$ cat src/rtl/axi_slave_read_ctrl.sv
// AXI read-channel slave fronting a single-port 32-bit SRAM.
// One burst outstanding; each beat is one SRAM fetch cycle plus one response cycle.
module axi_slave_read_ctrl #(
  parameter int MEM_ADDR_BITS = 14
) (
  input  logic                     ACLK,
  input  logic                     ARESET,
  input  logic [7:0]               ARID_S,
  input  logic [31:0]              ARADDR_S,
  input  logic [3:0]               ARLEN_S,
  input  logic [2:0]               ARSIZE_S,
  input  logic [1:0]               ARBURST_S,
  input  logic                     ARVALID_S,
  output logic                     ARREADY_S,
  output logic [7:0]               RID_S,
  output logic [31:0]              RDATA_S,
  output logic [1:0]               RRESP_S,
  output logic                     RLAST_S,
  output logic                     RVALID_S,
  input  logic                     RREADY_S,
  output logic                     MEM_CS,
  output logic                     MEM_OE,
  output logic [MEM_ADDR_BITS-1:0] MEM_A,
  input  logic [31:0]              MEM_DO
);

  typedef enum logic [1:0] {
    IDLE  = 2'd0,
    FETCH = 2'd1,
    RESP  = 2'd2
  } state_t;

  localparam logic [1:0] RESP_OKAY   = 2'b00;
  localparam logic [1:0] RESP_SLVERR = 2'b10;

  state_t                   state_q;
  logic [3:0]               beat_q;
  logic [3:0]               len_q;
  logic [MEM_ADDR_BITS-1:0] addr_q;
  logic [7:0]               id_q;
  logic                     err_q;
  logic [31:0]              data_q;
  logic                     arready_q;
  logic                     rvalid_q;
  logic                     rlast_q;
  logic [1:0]               rresp_q;
  logic                     mem_cs_q;

  logic                     err_d;
  logic [MEM_ADDR_BITS-1:0] addr_d;
  logic [3:0]               beat_d;
  logic                     unused_addr_bits;

  // Only 4-byte INCR bursts are served; anything else returns SLVERR beats without touching the SRAM.
  assign err_d  = (ARBURST_S != 2'b01) || (ARSIZE_S != 3'b010);
  assign addr_d = addr_q + MEM_ADDR_BITS'(1);
  assign beat_d = beat_q + 4'd1;

  assign unused_addr_bits = ^{ARADDR_S[31:MEM_ADDR_BITS+2], ARADDR_S[1:0]};

  always_ff @(posedge ACLK) begin
    if (ARESET) begin
      state_q   <= IDLE;
      beat_q    <= '0;
      len_q     <= '0;
      addr_q    <= '0;
      id_q      <= '0;
      err_q     <= 1'b0;
      data_q    <= '0;
      arready_q <= 1'b1;
      rvalid_q  <= 1'b0;
      rlast_q   <= 1'b0;
      rresp_q   <= RESP_OKAY;
      mem_cs_q  <= 1'b0;
    end else begin
      case (state_q)
        IDLE: begin
          if (ARVALID_S && arready_q) begin
            id_q      <= ARID_S;
            len_q     <= ARLEN_S;
            addr_q    <= ARADDR_S[MEM_ADDR_BITS+1:2];
            err_q     <= err_d;
            beat_q    <= '0;
            arready_q <= 1'b0;
            mem_cs_q  <= ~err_d;
            state_q   <= FETCH;
          end
        end

        FETCH: begin
          // SRAM data is valid at the end of the select cycle, so it is captured on the way into RESP.
          mem_cs_q <= 1'b0;
          data_q   <= err_q ? 32'h0 : MEM_DO;
          rvalid_q <= 1'b1;
          rlast_q  <= (beat_q == len_q);
          rresp_q  <= err_q ? RESP_SLVERR : RESP_OKAY;
          state_q  <= RESP;
        end

        RESP: begin
          if (RREADY_S) begin
            rvalid_q <= 1'b0;
            rlast_q  <= 1'b0;
            if (rlast_q) begin
              arready_q <= 1'b1;
              state_q   <= IDLE;
            end else begin
              beat_q   <= beat_d;
              addr_q   <= addr_d;
              mem_cs_q <= ~err_q;
              state_q  <= FETCH;
            end
          end
        end

        default: begin
          arready_q <= 1'b1;
          rvalid_q  <= 1'b0;
          rlast_q   <= 1'b0;
          mem_cs_q  <= 1'b0;
          state_q   <= IDLE;
        end
      endcase
    end
  end

  assign ARREADY_S = arready_q;
  assign RVALID_S  = rvalid_q;
  assign RID_S     = id_q;
  assign RDATA_S   = data_q;
  assign RRESP_S   = rresp_q;
  assign RLAST_S   = rlast_q;
  assign MEM_CS    = mem_cs_q;
  assign MEM_OE    = mem_cs_q;
  assign MEM_A     = addr_q;

endmodule

$ cat config.mk
export PLATFORM = sky130hd
export DESIGN_NAME = axi_slave_read_ctrl
export DESIGN_NICKNAME = d
export VERILOG_FILES = /design/src/rtl/axi_slave_read_ctrl.sv
export SDC_FILE = /design/constraint.sdc
export NUM_CORES = 1
export LEC_CHECK = 0
export CELL_PAD_IN_SITES_DETAIL_PLACEMENT = 2
export CELL_PAD_IN_SITES_GLOBAL_PLACEMENT = 2
export CORE_UTILIZATION = 22
export DETAILED_ROUTE_END_ITERATION = 10
export PLACE_DENSITY = 0.75
export SKIP_LAST_GASP = 1
export SLEW_MARGIN = 20
export SYNTH_ARGS = -nofsm -noshare
export SYNTH_HDL_FRONTEND = slang
export SYNTH_SLANG_ARGS = --single-unit
$ cat constraint.sdc
create_clock -name ACLK -period 1.7 [get_ports ACLK]
set_clock_uncertainty 0.1 [all_clocks]
set_input_delay 0.17 -clock ACLK [delete_from_list [all_inputs] [get_ports ACLK]]
set_output_delay 0.17 -clock ACLK [all_outputs]
set_load 0.05 [all_outputs]
==> results of run 1 <==
repair_timing:
item	CTS	global route
setup buffers	0	0
pin swaps	0	0
gates resized for setup	2	7
endpoints found under the hold margin	0	0
endpoints found under the setup margin	7	39
kinds of logic (layout without fill, tap and decap cells):
kind of cell / Yosys count / after routing / synth area share [%]
XOR/XNOR: 6 / 6 / 1.692
other: 1 / 1 / 0.1207
AND/OR/NAND/NOR: 153 / 153 / 26.02
AO/OA/AOI/OAI: 102 / 102 / 19.77
flip-flops: 70 / 70 / 45.11
adder cells (fa/ha/maj): 2 / 2 / 0.8053
buffers and inverters: 35 / 173 / 5.517
multiplexers: 3 / 3 / 0.9666
final timing paths:
path / from / to
worst max-delay path: MEM_A[0] / MEM_A[8]
worst min-delay path: ARESET / ARREADY_S
worst max register to register: MEM_A[0] / MEM_A[8]
worst min register to register: RID_S[7] / RID_S[7]
state kept, by name, summed over array words and instances (netlist names):
signal     cells
RID_S          8
MEM_CS         1
err_q          1
RVALID_S       1
len_q          4
beat_q         4
ARREADY_S      1
RDATA_S       32
state_q        2
RLAST_S        1
MEM_A         14
RRESP_S        1
worst max-delay path: stages, from the launching register on:
cell and delay [ns]:
dfxtp_2 0.37, ha_1 0.24, and3_2 0.26, nand2_1 0.10, o32ai_1 0.28, a211oi_1 0.11
cell usage after synthesis (2+ instances only):
| cell | count |
|---|---|
| xor2_1 | 3 |
| and3_1 | 3 |
| nand4_1 | 3 |
| buf_2 | 8 |
| nand3_1 | 5 |
| a311oi_1 | 5 |
| buf_1 | 2 |
| dfxtp_1 | 70 |
| and2_1 | 2 |
| o22ai_1 | 2 |
| nor3b_1 | 32 |
| a211oi_1 | 7 |
| a21oi_1 | 59 |
| xnor2_1 | 3 |
| nor3_1 | 6 |
| nand2b_1 | 4 |
| inv_1 | 3 |
| buf_4 | 2 |
| nand2_1 | 38 |
| a31o_2 | 2 |
| clkbuf_1 | 17 |
| ha_1 | 2 |
| o21ai_0 | 13 |
| nor2_1 | 47 |
| mux2i_1 | 3 |
| o31ai_1 | 2 |
| nor2_2 | 2 |
| buf_6 | 3 |
power by group through the flow:
stage | logic [mW] | registers (mW) | clock network [mW]
after global placement | 1.25 | 1.91 | 0
final | 1.28 | 1.88 | 2.03
after CTS | 1.29 | 1.88 | 2.10
after detailed placement | 1.28 | 1.91 | 0
after floorplan | 0.426 | 2.23 | 0
after global routing | 1.37 | 1.90 | 2.16
metrics by stage:
stage | cell area [sq um] | utilization, %
after floorplan | 3117 | -
after global placement | 4538 | 32.82
after detailed placement | 4538 | 32.82
after CTS | 4857 | 35.13
after global routing | 4882 | 35.31
final | 4882 | 35.31
cells in the final DEF (no fill, tap or decap), types with 4 or more instances in the layout:
cell type / n
clkdlybuf4s50_1: 65
nor2_1: 46
dfxtp_2: 9
a21oi_1: 59
nor3_1: 6
a311oi_1: 5
nand2_1: 38
dfxtp_1: 61
nand3_1: 5
clkinv_2: 4
clkbuf_16: 9
o21ai_0: 13
buf_4: 85
a211oi_1: 7
nor3b_1: 29
final cells by class:
cell class                      count  area (sq um)  area share, %
Clock buffer                        9         225.2          4.613
Clock inverter                      7         88.84          1.820
Sequential cell                    70          1413          28.93
Inverter                            3         11.26         0.2307
Multi-Input combinational cell    267          1565          32.06
Tap cell                          180         225.2          4.613
Timing Repair Buffer              154          1354          27.73
per-layer routing:
layer | track usage (%) | share of wire, % | vias to the layer above | routed length (um)
met5 | 0 | 0 | - | 0
met4 | 7.948 | 2.3 | 0 | 260
met3 | 5.472 | 7.2 | 21 | 831
met2 | 29.14 | 50 | 99 | 5743
met1 | 16.74 | 40 | 1583 | 4629
li1 | - | - | 1573 | -
==> impl_metrics.yaml, run 1 <==
final_layout:
  n_antenna_cell: 0
  fillCellCount: 1557
  final_layout_size_suffix_gt1_share_pct: 25.69
  syn_to_final_growth_pct: 57.15
  stdcell_count: 690
  design.final.nets: 592
power_and_ir_drop:
  ir_worst_vdd_uv: 333.0
  total_switching_power_mw: 1.634
  p_per_area_mw_per_mm2: 1063
  report.power.total_mw: 5.189
  combPwrFrac_pct: 24.7
  internal-power_mw: 3.555
  clock_power_share_pct: 39.1
  switching_share_pct: 31.49
  seq_power_share_pct: 36.2
  leakagePower_nw: 1.907
grt:
  gr-usage-all-layers_pct: 16.23
  first_global_vias: 3645
  grt_overflow_total: 0
  antenna_found_initial: 0
  grt_pass1_wl_um: 18100
  grt_max_degree: 39
die:
  start_util_pct: 22.47
  die_width_um: 120.8
  chipHeight_um: 120.8
  core_footprint_sq_mm: 0.01383
  die_footprint_sq_mm: 0.01460
  row_count: 43
  ios: 146
timing:
  total_negative_slack_for_setup_checks_ns: 0
  grt_setup_unrepaired: "yes"
  hold_viol_final: 0
  hold_slack_ns: 0.1530
  finalMaxSlewViolations: 0
  final_period_minus_worst_setup_slack_ns: 1.612
  period_share_pct: 94.82
  final-setup-viol-count: 0
  clock.fmax_mhz: 620.4
  finalWorstSetupSlack_ns: 0.08801
detailed_routing:
  drt-initial-drc-count: 73
  routedWlPerCell_um: 16.62
  post-route-drc-count: 0
  via_count: 3276
  vias_per_cell: 4.748
  route.antenna.remaining_nets: 0
  detailedRoute.firstPassIterationCount: 6
  totalWireLength_um: 11470
worst_setup_path:
  worst-endpoint-arrival_ns: 1.72
  critical_path_required_ns: 1.81
  ff2ff_path_depth: 5
  worst-r2r-setup-slack_ns: 0.09
  startpoint_types: "register"
  critPathCaptureType: "register"
  critPathKind: "reg -> reg"
  crit_path_max_fanout: 5
synthesis:
  yosysSeqAreaShare_pct: 45.11
  synth.area.top_cells: "dfxtp_1 (45%), a21oi_1 (9.5%), nor3b_1 (7.7%), nor2_1 (5.7%), nand2_1 (4.6%)"
  syn-cell-area_sq_mm: 0.003107
  postSynth.topFlopCell: "dfxtp_1"
  ys_seq_elements: 70
  synth_top_area_cell: "dfxtp_1"
  post_synthesis_mean_instance_area_sq_um: 8.351
  synthesis.nets: 459
  syn_inst: 372
  synthesis_warnings: 0
  synthArstFlopShare_pct: 0
  synth_cell_types: 52
  synth-edff-count: 0
  yosysTopAreaCellShare_pct: 45.11
placed_design:
  post-place-ws_ns: -0.2546
  placer_s_final_routability_congestion_estimate: 0.7585
  numPortBuffers: 126
  placed_cells_incl_taps: 674
  hpwl_um: 8383
clocking:
  clk_path_buf_depth: 2
  cts_inserted_buffers: 9
  cts_tree: "yes"
  clk_pin_slew_ns: 0.06
  cts_sinks: 70
  cts-root-buf: "clkbuf_16"
  worst_skew_pair.late_latency_ns: 0.34
  h-tree-depth: 3
  cts_hold_repair.buffers: 0
min_path:
  hold-path-cell-count: 4
  worst_hold_path_type: "in -> reg"
flow_run:
  max_cap_viol_count: 0
outcome:
  result_of_the_run: "finished clean"
No activity file was read; power rests on OpenSTA's default activity.
==> run 2: changes to the inputs <==
GPL_ROUTABILITY_DRIVEN = 0   (was default)
==> results of run 2 <==
No change in the layout: final DEF, timing and power equal those of run 1.
